<file path="config.mk">
export PLATFORM = sky130hd
export DESIGN_NAME = sram_readback_streamer
export DESIGN_NICKNAME = d
export VERILOG_FILES = /design/src/rtl/sram_readback_streamer.sv
export SDC_FILE = /design/constraint.sdc
export NUM_CORES = 1
export LEC_CHECK = 0
export CORE_MARGIN = 2
export CORE_UTILIZATION = 45
export CTS_CLUSTER_DIAMETER = 80
export DETAILED_ROUTE_END_ITERATION = 8
export PLACE_DENSITY = 0.74
export SYNTH_ARGS = -nofsm -noshare
export SYNTH_HDL_FRONTEND = slang
export SYNTH_SLANG_ARGS = --single-unit
</file>
<file path="constraint.sdc">
create_clock -name clk -period 5.45 [get_ports clk]
set_input_delay 0.545 -clock clk [delete_from_list [all_inputs] [get_ports clk]]
set_output_delay 0.545 -clock clk [all_outputs]
set_load 0.01 [all_outputs]
</file>
<file path="src/rtl/sram_readback_streamer.sv">
// Start/done sequencer that streams word_count SRAM words from base_addr onto a valid/ready port.
// Optional running XOR output `checksum` is enabled by defining SRAM_READBACK_CHECKSUM_EN.
module sram_readback_streamer #(
   parameter int unsigned DATA_W     = 64,
   parameter int unsigned ADDR_W     = 15,
   parameter int unsigned RD_LAT     = 1,
   parameter int unsigned FIFO_DEPTH = 4
) (
   input  logic              clk,
   input  logic              reset,
   input  logic              start,
   input  logic [ADDR_W-1:0] base_addr,
   input  logic [ADDR_W:0]   word_count,
   output logic              busy,
   output logic              done,
   output logic              mem_en,
   output logic [ADDR_W-1:0] mem_addr,
   input  logic [DATA_W-1:0] mem_rdata,
   output logic              out_valid,
   input  logic              out_ready,
   output logic [DATA_W-1:0] out_data,
   output logic              out_last
`ifdef SRAM_READBACK_CHECKSUM_EN
   ,
   output logic [DATA_W-1:0] checksum
`endif
);

   localparam int unsigned PTR_W = $clog2(FIFO_DEPTH);
   localparam int unsigned CNT_W = $clog2(FIFO_DEPTH + 1);

   typedef enum logic [1:0] {
      S_IDLE,
      S_RUN,
      S_DRAIN,
      S_DONE
   } state_t;

   state_t            state_q, state_d;
   logic [ADDR_W-1:0] addr_q, addr_d;
   logic [ADDR_W:0]   issue_left_q, issue_left_d;
   logic [ADDR_W:0]   remain_q, remain_d;
   logic [RD_LAT-1:0] vld_sr_q, vld_sr_d;
   logic [PTR_W-1:0]  wr_ptr_q, wr_ptr_d;
   logic [PTR_W-1:0]  rd_ptr_q, rd_ptr_d;
   logic [CNT_W-1:0]  count_q, count_d;
   logic [DATA_W-1:0] fifo_mem_q [FIFO_DEPTH];

   logic [CNT_W-1:0]  inflight;
   logic              credit_ok;
   logic              start_acc;
   logic              issue;
   logic              fifo_we;
   logic              hs;

`ifdef SRAM_READBACK_CHECKSUM_EN
   logic [DATA_W-1:0] checksum_q, checksum_d;
`endif

   // NOTE: every variable gets a default at the top of the block so no path can infer a latch.
   always_comb begin
      inflight = '0;
      for (int i = 0; i < int'(RD_LAT); i++) begin
         inflight = inflight + CNT_W'(vld_sr_q[i]);
      end
      // A read may only issue if its word is guaranteed a FIFO slot on arrival.
      credit_ok = ({1'b0, inflight} + {1'b0, count_q}) < (CNT_W + 1)'(FIFO_DEPTH);
      start_acc = start && (state_q == S_IDLE);
      issue     = (state_q == S_RUN) && credit_ok;
      fifo_we   = vld_sr_q[RD_LAT-1];

      busy      = (state_q != S_IDLE);
      done      = (state_q == S_DONE);
      mem_en    = issue;
      mem_addr  = addr_q;
      out_valid = (count_q != '0);
      out_data  = out_valid ? fifo_mem_q[rd_ptr_q] : '0;
      out_last  = out_valid && (remain_q == (ADDR_W + 1)'(1));
      hs        = out_valid && out_ready;

      vld_sr_d = '0;
      vld_sr_d[0] = issue;
      for (int i = 1; i < int'(RD_LAT); i++) begin
         vld_sr_d[i] = vld_sr_q[i-1];
      end

      wr_ptr_d = fifo_we ? wr_ptr_q + PTR_W'(1) : wr_ptr_q;
      rd_ptr_d = hs ? rd_ptr_q + PTR_W'(1) : rd_ptr_q;
      count_d  = count_q + CNT_W'(fifo_we) - CNT_W'(hs);

      state_d      = state_q;
      addr_d       = issue ? addr_q + ADDR_W'(1) : addr_q;
      issue_left_d = issue ? issue_left_q - (ADDR_W + 1)'(1) : issue_left_q;
      remain_d     = hs ? remain_q - (ADDR_W + 1)'(1) : remain_q;

      unique case (state_q)
         S_IDLE: begin
            if (start) begin
               addr_d       = base_addr;
               issue_left_d = word_count;
               remain_d     = word_count;
               state_d      = (word_count == '0) ? S_DONE : S_RUN;
            end
         end
         S_RUN: begin
            if (issue && (issue_left_q == (ADDR_W + 1)'(1))) state_d = S_DRAIN;
         end
         S_DRAIN: begin
            if (hs && (remain_q == (ADDR_W + 1)'(1))) state_d = S_DONE;
         end
         S_DONE: state_d = S_IDLE;
         default: state_d = S_IDLE;
      endcase

`ifdef SRAM_READBACK_CHECKSUM_EN
      checksum_d = checksum_q;
      if (start_acc) checksum_d = '0;
      else if (hs)   checksum_d = checksum_q ^ out_data;
      checksum = checksum_q;
`endif
   end

   // NOTE: state registers use non-blocking assignments so every flop samples pre-edge values.
   always_ff @(posedge clk) begin
      if (reset) begin
         state_q      <= S_IDLE;
         addr_q       <= '0;
         issue_left_q <= '0;
         remain_q     <= '0;
         vld_sr_q     <= '0;
         wr_ptr_q     <= '0;
         rd_ptr_q     <= '0;
         count_q      <= '0;
`ifdef SRAM_READBACK_CHECKSUM_EN
         checksum_q   <= '0;
`endif
      end else begin
         state_q      <= state_d;
         addr_q       <= addr_d;
         issue_left_q <= issue_left_d;
         remain_q     <= remain_d;
         vld_sr_q     <= vld_sr_d;
         wr_ptr_q     <= wr_ptr_d;
         rd_ptr_q     <= rd_ptr_d;
         count_q      <= count_d;
`ifdef SRAM_READBACK_CHECKSUM_EN
         checksum_q   <= checksum_d;
`endif
      end
   end

   // NOTE: FIFO storage is not reset; occupancy gating keeps stale entries invisible.
   always_ff @(posedge clk) begin
      if (fifo_we) fifo_mem_q[wr_ptr_q] <= mem_rdata;
   end

endmodule

</file>
==> run metrics <==
Primary FF master, synth=edfxtp_1; Die Span Y=~170 um; pins over their slew limit=0; crit path launch type=flop; vias in the first global route=~7.7k; TNS Setup=0 ns; Post-Place Cells=1,303; initial antenna violation count=1; first-pass iteration count of the detailed router=5; slew of the pin with the lowest slew margin=1.041 ns; Yosys top cell area share=0.6006; drt drc=0; Tmin final=about 3.5 ns; Synth Area in XOR/XNOR=0.02874; critical path class=flop to primary output; drt wl/cell=19.43 um; DRT iter0 DRCs=between 500 and 600; Cells after Synth=776; main combinational cell family by area after synthesis=multiplexers; cts repair resizes=0; final hold vios=0; Synth Area in Adders=0.01818; gr ovfl total=0; worst path arrival time=roughly 3.0 ns; MaxCap Viol Count=0; simple-gate share of the synthesized area=0.08808; full die area=about 30,000 um2; syn_nets=about 890; HPWL after detailed placement=15.99 mm; status=finished clean; P per Cell Area=between 400 and 500 nW/um2; setup bufs post-CTS=0; Slew headroom=0.3060; Sw Ratio=0.2966; clock slew at reported path FFs=~0.050 ns; Hold-fix buffers, CTS=0; Synth area leader=edfxtp_1; final wirelength=26.48 mm; Die X=172.6 um; sequential share of power=0.399; Final GP Congestion=slightly above 0.8; internal power=about 0.0055 W; Final nets=between 1k and 1.5k; leak pwr=a little over 5 nW; CTS buffer count=35; yosys synthesis warning count=0; largest net degree at the start of global routing=65; Synth Area in Compound Gates=0.04135; CTS HTree Levels=2; Worst setup EP type=primary output; power share of the combinational group=0.317; max incr delay on CP=slightly below 0.8 ns; Area growth, synth to finish=25.61%; Post-synth EDFFs=256; vias per cell=between 5 and 6; Ports=~180; switching component of the power=roughly 0.0023 W; CTS tree=done; number of synthesized register bits=approximately 320; mux contribution to synthesized area=0.1134; VDD IR max=approximately 460 uV; # diodes=0; Critical Path Fanout Max=32; number of core rows=61; first-pass GRT wire length=between 40 and 50 mm; RSZ-0062 raised after global routing=false; Initial Util=0.4594; f_max=around 0.28 GHz; top cells by area, synth=edfxtp_1 60%, mux4_2 11%, dfxtp_1 9.2%; WP buf/inv=2; worst-case clock buffer depth=3; Clock Sinks=around 320; Distinct cells, synth=46; Root Buffer=clkbuf_16; Via Count=7,354; Crit path max-delay family=buffers and inverters; Clock power frac=0.284; Pwr Total=0.007779 W; post-synthesis sequential area ratio=0.6929; CP max stage cell=dfxtp_4; Cell Area, Synth=around 13,000 um2; Async S/R FF share, synth=0; Routed Antenna Nets=0; Tcrit/Tclk final=0.6479; GRT Overall Usage=0.1771; Worst EP required=just under 5 ns; hold crit path type=flop to flop; I/O Buffers=between 150 and 200; critical-path cell list=buf_4, mux4_2, and2_1, clkdlybuf4s50_1; worst skew pair latency=around 0.52 ns; Clock Skews=between 0.01 and 0.015 ns; Syn Area/Cell=16.49 um2; share of layout cells above drive strength 1=0.1330; core area=between 20,000 and 30,000 um2; final setup vio count=0; Cell Count, Final, Fillers Out=approximately 1.4k
==> logic make-up after synthesis <==
family,count (synthesis)
AOI/OAI and AO/OA,87
xor gates and xnor gates,42
adders and majority gates,18
buffers and inverters,57
DFF,315
muxes,65
and+or+nand+nor,192
==> Yosys cell counts, types with 2 or more instances <==
| library cell | number |
|---|---|
| nand3_1 | 10 |
| buf_2 | 6 |
| xor2_1 | 22 |
| a31oi_1 | 6 |
| nand4_1 | 17 |
| and3_1 | 5 |
| nor4b_1 | 2 |
| dfxtp_1 | 59 |
| a211oi_1 | 9 |
| nor2b_1 | 4 |
| o21ai_0 | 28 |
| a21oi_1 | 29 |
| nor3b_1 | 4 |
| edfxtp_1 | 256 |
| nor4_1 | 10 |
| a311oi_1 | 2 |
| or4_4 | 3 |
| xnor2_1 | 20 |
| nand2_1 | 12 |
| ha_1 | 17 |
| o31ai_1 | 3 |
| inv_1 | 18 |
| or3_1 | 6 |
| and2_1 | 69 |
| mux4_2 | 64 |
| or4_1 | 5 |
| nor2_1 | 26 |
| nor3_1 | 14 |
| clkbuf_1 | 32 |
| nand3b_1 | 2 |
==> area by class of cell <==
class / count / area [um2]
Fill cell: 2143 / 11780
Sequential cell: 315 / 8876
Inverter: 19 / 71.32
Clock buffer: 48 / 955.9
Tap cell: 378 / 473.0
Clock inverter: 12 / 118.9
Timing Repair Buffer: 187 / 1859
Multi-Input combinational cell: 404 / 3722
==> power groups by stage <==
stage	combinational (W)	clock [W]	sequential [W]
5_1_grt	0.00268	0.00235	0.00315
4_1_cts	0.00250	0.00226	0.00311
6_report	0.00247	0.00221	0.00311
3_3_place_gp	0.00246	0	0.00315
2_1_floorplan	0.00148	0	0.00303
3_5_place_dp	0.00248	0	0.00316
==> per-layer routing <==
layer	vias up	track usage	wire length [um]
met4	2	0.04772	578
met2	225	0.2885	12470
met1	3675	0.2266	11210
met3	52	0.06223	2212
li1	3400	-	-
met5	-	0	16
==> flip-flops by register name (all words and copies together), names as in the netlist, named ones only <==
register,flops
count_q,3
state_q,2
wr_ptr_q,2
remain_q,16
fifo_we,1
mem_addr,15
issue_left_q,16
fifo_mem_q,256
rd_ptr_q,2
==> per-stage QoR <==
step	cell area [um2]	setup WS (ns)	utilization	hold slack, ns
2_1_floorplan	12800	2.922	-	0.4792
3_3_place_gp	15000	2.369	0.5385	0.5012
3_5_place_dp	15000	2.363	0.5385	0.5092
4_1_cts	16080	1.806	0.5771	0.5212
5_1_grt	16080	1.698	0.5771	0.5640
6_report	16080	1.919	0.5771	0.5224
==> worst paths after layout <==
path,from,endpoint,depth (start not counted),slack [ns]
setup / recovery,flop,out_data[30],4,1.92
hold / removal,issue_left_q[12],issue_left_q[12],2,0.52
setup reg to reg,count_q[2],issue_left_q[15],6,3.14
hold reg to reg,issue_left_q[12],issue_left_q[12],2,0.52
==> cell usage in the layout, fill, tap and decap left out, drive strengths merged, types with 2 or more instances in the layout <==
cell type	instances
clkbuf	48
nor2b	4
mux4	64
nand4	17
a31oi	6
and3	5
a21oi	29
xor2	22
and2	69
inv	22
clkdlybuf4s50	182
o31ai	3
nand3	10
nand2	12
a211oi	9
ha	17
nand3b	2
nor3	14
xnor2	20
o22ai	2
or3	6
nor4	11
nor4b	3
clkinv	8
a311oi	2
or4	8
nor3b	4
dfxtp	59
edfxtp	256
o21ai	28
nor2	26
buf	5
==> worst min-delay path: stages (launching register included) <==
cell and delay, ns:
dfxtp_1 0.33, o31ai_1 0.07, a31oi_1 0.07
No activity file was read; power rests on OpenSTA's default activity.
